===== config.mk =====
export PLATFORM = sky130hd
export DESIGN_NAME = fwd_scoreboard
export DESIGN_NICKNAME = d
export VERILOG_FILES = /design/src/rtl/fwd_scoreboard.sv
export SDC_FILE = /design/constraint.sdc
export NUM_CORES = 1
export LEC_CHECK = 0
export BUFFER_PORTS_ARGS = -buffer_cell sky130_fd_sc_hd__buf_2
export CAP_MARGIN = 20
export CORE_AREA = 2 2 106 108
export CTS_CLUSTER_DIAMETER = 120
export DETAILED_ROUTE_END_ITERATION = 7
export DIE_AREA = 0 0 108 110
export PLACE_DENSITY = 0.77
export SYNTH_ARGS = -nofsm -noshare
export SYNTH_HDL_FRONTEND = slang
export SYNTH_SLANG_ARGS = --single-unit

===== constraint.sdc =====
create_clock -name clk -period 5.61 [get_ports clk]
set_input_delay 1.4025 -clock clk [delete_from_list [all_inputs] [get_ports clk]]
set_output_delay 1.4025 -clock clk [all_outputs]
set_load 0.005 [all_outputs]

===== src/rtl/fwd_scoreboard.sv =====
`default_nettype none
// ============================================================================
// Module   : fwd_scoreboard
// Brief    : Post-EX destination tracking with youngest-first operand forwarding,
//            latency-aware issue stall and saturating stall counter.
// Revision : 1.0 - initial release
// ============================================================================
module fwd_scoreboard #(
    parameter int XLEN   = 32,
    parameter int REG_AW = 5,
    parameter int STAGES = 3,
    parameter int NUM_RP = 2,
    parameter int CNT_W  = 16,
    localparam int LAT_W = $clog2(STAGES),
    localparam int SEL_W = $clog2(STAGES + 1)
) (
    input  logic                       clk,
    input  logic                       rst_n,
    input  logic                       iss_valid,
    output logic                       iss_ready,
    input  logic                       iss_we,
    input  logic [REG_AW-1:0]          iss_rd,
    input  logic [LAT_W-1:0]           iss_lat,
    input  logic                       flush,
    input  logic [NUM_RP-1:0]          rp_en,
    input  logic [NUM_RP*REG_AW-1:0]   rp_idx,
    input  logic [NUM_RP*XLEN-1:0]     rp_regdata,
    input  logic [STAGES*XLEN-1:0]     slot_data,
    output logic [NUM_RP*XLEN-1:0]     rp_data,
    output logic [NUM_RP*SEL_W-1:0]    rp_sel,
    output logic                       stall,
    output logic [STAGES-1:0]          slot_occ,
    input  logic                       cnt_clr,
    output logic [CNT_W-1:0]           stall_cnt
);

    localparam logic [LAT_W-1:0] C_MAX_REM = LAT_W'(STAGES - 1);

    logic [STAGES-1:0]  r_slotV;
    logic [STAGES-1:0]  r_slotWe;
    logic [REG_AW-1:0]  r_slotRd  [STAGES];
    logic [LAT_W-1:0]   r_slotRem [STAGES];
    logic [CNT_W-1:0]   r_stallCnt;

    logic               w_stall;
    logic               w_transfer;
    logic [LAT_W-1:0]   w_issRem;
    logic [NUM_RP-1:0]  w_hit;
    logic [LAT_W-1:0]   w_hitIdx [NUM_RP];

    assign w_transfer = iss_valid & ~w_stall;
    assign w_issRem   = (iss_lat > C_MAX_REM) ? C_MAX_REM : iss_lat;
    assign iss_ready  = ~w_stall;
    assign stall      = w_stall;
    assign slot_occ   = r_slotV & r_slotWe;
    assign stall_cnt  = r_stallCnt;

    // Scan oldest to youngest so the youngest match overwrites; a pending
    // youngest match must block rather than forward an older value.
    always_comb begin
        w_stall = 1'b0;
        rp_data = rp_regdata;
        rp_sel  = '0;
        for (int p = 0; p < NUM_RP; p++) begin
            w_hit[p]    = 1'b0;
            w_hitIdx[p] = '0;
            for (int k = STAGES - 1; k >= 0; k--) begin
                if (rp_en[p] && (rp_idx[p*REG_AW +: REG_AW] != '0) &&
                    r_slotV[k] && r_slotWe[k] &&
                    (r_slotRd[k] == rp_idx[p*REG_AW +: REG_AW])) begin
                    w_hit[p]    = 1'b1;
                    w_hitIdx[p] = LAT_W'(k);
                end
            end
            if (w_hit[p]) begin
                if (r_slotRem[w_hitIdx[p]] == '0) begin
                    rp_data[p*XLEN +: XLEN]  = slot_data[w_hitIdx[p]*XLEN +: XLEN];
                    rp_sel[p*SEL_W +: SEL_W] = SEL_W'(w_hitIdx[p]) + SEL_W'(1);
                end else begin
                    w_stall = 1'b1;
                end
            end
        end
    end

    always_ff @(posedge clk or negedge rst_n) begin
        if (!rst_n) begin
            r_slotV    <= '0;
            r_slotWe   <= '0;
            r_stallCnt <= '0;
            for (int k = 0; k < STAGES; k++) begin
                r_slotRd[k]  <= '0;
                r_slotRem[k] <= '0;
            end
        end else begin
            // Slots advance unconditionally; a stall only bubbles slot0.
            for (int k = 1; k < STAGES; k++) begin
                r_slotV[k]   <= r_slotV[k-1] & ~flush;
                r_slotWe[k]  <= r_slotWe[k-1];
                r_slotRd[k]  <= r_slotRd[k-1];
                r_slotRem[k] <= (r_slotRem[k-1] == '0) ? '0 : r_slotRem[k-1] - 1'b1;
            end
            r_slotV[0]   <= w_transfer & ~flush;
            r_slotWe[0]  <= iss_we;
            r_slotRd[0]  <= iss_rd;
            r_slotRem[0] <= w_issRem;

            if (cnt_clr) begin
                r_stallCnt <= '0;
            end else if (w_stall && (r_stallCnt != '1)) begin
                r_stallCnt <= r_stallCnt + 1'b1;
            end
        end
    end

endmodule
`default_nettype wire


Word level (Yosys, flattened, before mapping)
Index checks and enable logic that the tools add are counted.
{ "word_totals": {"out_inout_bits": 89, "input_bits": 185, "reg_bits": 43} }
{ "classes": {"n_addsub": 5, "n_reduce_logical": 28, "n_lt_le_gt_ge": 3, "n_eq_ne": 7, "bitwise": 9, "mux": 35, "shift": 2} }
{ "op_table": {"columns": ["operator", "count"], "rows": [
  ["indexed part select 96 x 8 -> 32 bit", 2],
  ["two-way mux 32 bit", 4],
  ["two-way mux 2 bit", 17],
  ["two-way mux 16 bit", 2],
  ["== test 5 bit", 6],
  ["logical AND 1 bit", 21],
  ["adder 16 x 1 -> 16 bit, second input constant", 1],
  ["inequality test 16 bit, second input constant", 1],
  ["two-way mux 1 bit", 10],
  ["nonzero test 5 bit", 2],
  ["binary-select mux 2 bit (select 2 bit)", 2],
  ["zero test 2 bit", 4],
  [">= comparator 3 bit, second input constant", 2],
  ["inverter 2 -> 3 bit", 2],
  ["adder 2 x 1 -> 2 bit, second input constant", 2],
  ["bitwise AND 1 bit", 4],
  ["subtractor 2 x 1 -> 2 bit, second input constant", 2],
  ["bitwise AND 3 bit", 1],
  ["greater-than comparator 2 bit, second input constant", 1],
  ["inverter 1 bit", 2],
  ["nonzero test 2 bit", 1]
]} }

Depth between registers and ports, before layout
{ "depth": {"ltp_word": 20, "ltp_mapped": 10, "mapped_depth_nobuf": 8} }

Worst setup path before layout
Ideal clock, no wire load.
{ "synth_path": {"path_type": "input to output", "startpoint": "input port rp_idx[3]", "endpoint": "output port rp_data[14]", "stages": 10, "required_ps": 4208, "path_buffers": 2, "slack_ps": 724, "arrival_ps": 3483, "path_cell_list": "or4_1 o21ai_2 nor4_2 or4_1 a21oi_2 a21oi_2 buf_6 buf_6 a211oi_2 a21o_1"} }
{ "synth_via": {"elab_chain_len": 15, "elab_cells_between_ends": 28, "classes_between": "3 x eq/ne; 1 x shift; 11 x mux; 1 x bitwise; 12 x reduce/logical"} }
{ "synth_lines": {"columns": ["element", "line", "text"], "rows": [
  ["from (decl)", "26", "input logic [NUM_RP*REG_AW-1:0] rp_idx,"],
  ["parallel branches: the longest is 14 deep, another holds indexed part select 96 x 8 -> 32 bit", null, null],
  ["two-way mux 32 bit (*)", "75", "if (w_hit[p]) begin"],
  ["to (decl)", "29", "output logic [NUM_RP*XLEN-1:0] rp_data,"]
]} }
Mark *: on every way between the ends. The select of a mux whose other input is x is not followed.

Final worst setup path
{ "layout_path": {"startpoint": "input port rp_idx[3]", "endpoint": "output port rp_data[6]"} }
Same word-level chain as after synthesis.

==> results by stage <==
Setup path:
- The kind of end point of the critical path is an output pin.
- The depth of the most critical reg-to-reg path is 8.
- The worst endpoint data arrival time is approximately 4000 ps.
- The worst register-to-register path has a setup slack of 2290 ps.
- The type of origin of the critical path is a primary input.
- Of all nets on the critical path, the largest fanout is 13.
- For the worst setup path, the data required time is 4210 ps.
- The kind of critical path is in2out.
- The launching point of the worst reg2reg path is r_slotRd[11].
- In this run the critical register-to-register path is captured at stall_cnt[14].

Global routing:
- The global-route congestion overflow total is 0.
- The number of antenna violations at the first check in global routing is 1.
- The first global-routing pass estimated ~21000 µm of wire.
- The pin count of the biggest net entering global routing is 57.
- The number of global-route vias before repair is ~4400.
- Across every metal layer, demand over resource in global routing totals 0.225.

Die:
- The die width is 108 µm.
- In this run the vertical extent of the chip is between 100 and 150 µm.
- In this run the count of I/O pins placed on the die edge is 274.
- The die area is 11900 µm².
- The initial utilization of the core area, before any placement, comes to 0.404.
- The total core area is 10700 µm².
- The initialized floorplan defines 38 standard-cell rows.

STA:
- The hold violation count in the final report is 0.
- The worst path needs around 5400 ps of the cycle, external delays included.
- In the finished design, the share of the clock period the worst path needs comes to 0.965.
- The headroom to the max-slew limit is 0.384.
- The number of failing setup endpoints in the final timing report is 0.
- The largest clock skew in the final design is 8.42 ps.
- For the pin with the worst max-slew slack, the measured transition is 916 ps.
- Setup total negative slack on the finished layout was measured at 0 ps.
- The minimum hold slack is between 300 and 400 ps.
- The worst path meets setup with just under 200 ps of slack.
- The highest achievable clock rate is around 180 MHz.
- The number of pins exceeding their max-slew limit in the final report is 0.
- Setup repair after global routing left no endpoint under its margin.

Layout:
- The filler cell count in the final layout is between 1000 and 1500.
- Leaving out fill and tap cells, the most frequent cells in the layout are 273 x sky130_fd_sc_hd__buf_2, 64 x sky130_fd_sc_hd__mux2i_1, 45 x sky130_fd_sc_hd__nor2_1.
- The final layout contains 940 nets.
- Relative to the synthesized area, the layout overhead comes to 39.0%.
- The fraction of final layout cells sized beyond drive strength 1 is 0.486.
- The most common cell after layout, fill and taps aside is sky130_fd_sc_hd__buf_2.

Route:
- The total wire length is about 15000 µm.
- The number of DRC violations after detailed routing is 0.
- The final route contains 4803 vias.
- Using the TritonRoute via totals, the vias-per-cell ratio works out to roughly 5.4.
- For this block, the initial DRC count from the detailed router was 223.
- The detailed-routing iteration count for the pre-antenna-repair pass is 4.
- Once detail routing completed, the nets flagged for antenna violations numbered 0.
- After detailed routing, the average wire length per cell comes to 16.2 µm.

Placed design:
- OpenSTA, run right after detailed placement, puts the worst setup slack at about 140 ps.
- The HPWL reported at the end of detailed placement is 11600 µm.
- The weighted congestion at the end of routability-driven global placement is between 0.9 and 1.
- The number of buffers added on ports is 273.

Pwr:
- The power density over cell area is 121 nW/µm².
- The internal portion of total power is 0.526 mW.
- The leakage component of the power is around 3.3 nW.
- The worst-case IR drop observed on VDD is 252 µV.
- The share of power burned in the clock network is 0.283.
- The share of total power dissipated in combinational logic is 0.265.
- The analysis attributes to net switching a power of 0.199 mW.
- The share of total power dissipated in sequential elements is 0.452.
- The switching fraction of total power is 0.275.

CTS:
- Buffers added to address setup during post-CTS repair amount to 0.
- The root buffer cell is sky130_fd_sc_hd__clkbuf_8.
- TritonCTS built the clock tree.
- Buffers inserted during clock tree synthesis total 5.
- The clock passes through at most 2 buffers.
- The clock edge transition at the registers on the reported setup and hold paths is 80 ps.
- In this run the number of H-tree levels came out at 2.
- The number of clock sinks seen by CTS is 43.
- For the worst-skew pair, the clock arrives at the later sink with an insertion delay of 300 ps.

Worst hold path:
- The min-delay analysis places its worst path in the category reg2reg.
- For hold timing, the worst endpoint is r_slotWe[1].
- The start point of the worst hold path is r_slotWe[0].
- Along the worst hold path, the cell count comes to 0.

Flow run:
- The number of violations of the max-capacitance limit is 0.

Yosys:
- In this run the mean area of a mapped cell was 8.72 µm².
- The number of nets in the synthesized netlist is 682.
- Counting distinct cell types in the post-synthesis netlist gives 45.
- After technology mapping, the gate count stands at between 400 and 500.
- After synthesis, the cell types taking the most area are sky130_fd_sc_hd__dfrtp_1 25%, sky130_fd_sc_hd__mux2i_1 15%, sky130_fd_sc_hd__mux2_2 9.6%.
- The top-area cell type share of the netlist area is 0.249.
- The number of warnings reported in the yosys synthesis log is 0.
- The synthesized design spends more area on one cell type than any other, namely sky130_fd_sc_hd__dfrtp_1.
- For this run, the register share of the synthesized area comes to 0.249.
- The mapped netlist covers 4330 µm².
- In this run, synthesis produced a sequential element count of 43.

Status:
- The flow ran to the end, and the final reports show no timing, DRC or antenna violations.
-- through the flow --
step / util / cell area (µm²) / total power [mW] / std cells
final: 0.562 / 6010 / 0.726 / 897
after global routing: 0.562 / 6010 / 0.767 / 896
after CTS: 0.560 / 5990 / 0.733 / 894
after detailed placement: 0.551 / 5890 / 0.526 / 886
after global placement: 0.551 / 5890 / 0.523 / 886
after floorplan: - / 4330 / 0.407 / 496
-- critical path: stages --
cell                       delay, ps
sky130_fd_sc_hd__buf_2           130
sky130_fd_sc_hd__or4_1           540
sky130_fd_sc_hd__o21ai_2         220
sky130_fd_sc_hd__nor4_2          110
sky130_fd_sc_hd__or4_1           490
sky130_fd_sc_hd__a21oi_2         270
sky130_fd_sc_hd__a21oi_4         140
sky130_fd_sc_hd__buf_4           270
sky130_fd_sc_hd__a211oi_1        210
sky130_fd_sc_hd__a21o_1          110
sky130_fd_sc_hd__buf_2           100
-- power groups by stage --
| stage | sequential [mW] | clock [mW] | combinational, mW |
|---|---|---|---|
| 2_1_floorplan | 0.332 | 0 | 0.0758 |
| 3_3_place_gp | 0.334 | 0 | 0.190 |
| 6_report | 0.328 | 0.205 | 0.192 |
| 5_1_grt | 0.329 | 0.225 | 0.212 |
| 3_5_place_dp | 0.334 | 0 | 0.192 |
| 4_1_cts | 0.328 | 0.212 | 0.193 |
-- Yosys cell counts, drive strengths merged --
library cell / count
xor2: 6
a22oi: 1
nand2b: 2
o22ai: 1
or3: 3
o21ai: 35
a211oi: 33
a31oi: 1
and3: 5
nand4: 14
a21oi: 13
ha: 1
buf: 21
inv: 10
nor3: 2
nand2: 40
o22a: 1
dfrtp: 43
o221ai: 1
and2: 5
nor2: 45
a21o: 32
o21a: 1
clkbuf: 16
mux2: 37
or4: 8
nor2b: 11
mux2i: 65
o31ai: 1
a21boi: 1
xnor2: 28
nor4: 5
nand3: 3
a31o: 3
nor3b: 1
and4: 1
-- sequential cells by signal, indices dropped and copies added, names as in the netlist --
name       flops
r_slotWe       3
stall_cnt     16
r_slotRem      6
r_slotV        3
r_slotRd      15
-- routing by layer --
metal  track usage  up-vias  wire [µm]
met3        0.0364       29       1020
li1              -     2317          -
met5             0        -          0
met4        0.0751        0        364
met1         0.268     2272       5660
met2         0.412      185       7490
-- worst max path at each step --
stage / from / endpoint / slack [ps]
after floorplan: rp_idx[3] / rp_data[14] / 720
after global placement: rp_idx[3] / rp_data[13] / 200
after detailed placement: rp_idx[3] / rp_data[12] / 140
after CTS: rp_idx[3] / rp_data[12] / 120
after global routing: rp_idx[3] / rp_data[13] / 4
final: rp_idx[3] / rp_data[6] / 200
-- timing repair --
| item | 4_1_cts | 5_1_grt |
|---|---|---|
| hold buffers | 0 | 0 |
| resized for setup | 0 | 1 |
| endpoints found under the setup margin | 0 | 8 |
-- cell type report --
cell class	instances	area (µm²)	area share
clock buffers	6	82.6	0.0137
diodes	2	5.00	0.000833
inverters	10	37.5	0.00624
multi-input cells	407	3070	0.510
well taps	140	175	0.0291
clock inverters	2	16.3	0.00271
flip-flops and latches	43	1080	0.179
repair buffers	287	1550	0.258
-- logic make-up (layout without fill, tap and decap cells) --
| logic type | Yosys count | after routing | share of synthesized area |
|---|---|---|---|
| flip-flops | 43 | 43 | 0.249 |
| AND/OR/NAND/NOR | 145 | 145 | 0.168 |
| other | 0 | 2 | 0 |
| buffers and inverters | 47 | 305 | 0.0515 |
| AO/OA/AOI/OAI | 124 | 125 | 0.213 |
| XOR/XNOR | 34 | 34 | 0.0688 |
| adder cells (fa/ha/maj) | 1 | 1 | 0.00289 |
| multiplexers | 102 | 102 | 0.247 |
No activity file was read; power rests on OpenSTA's default activity.
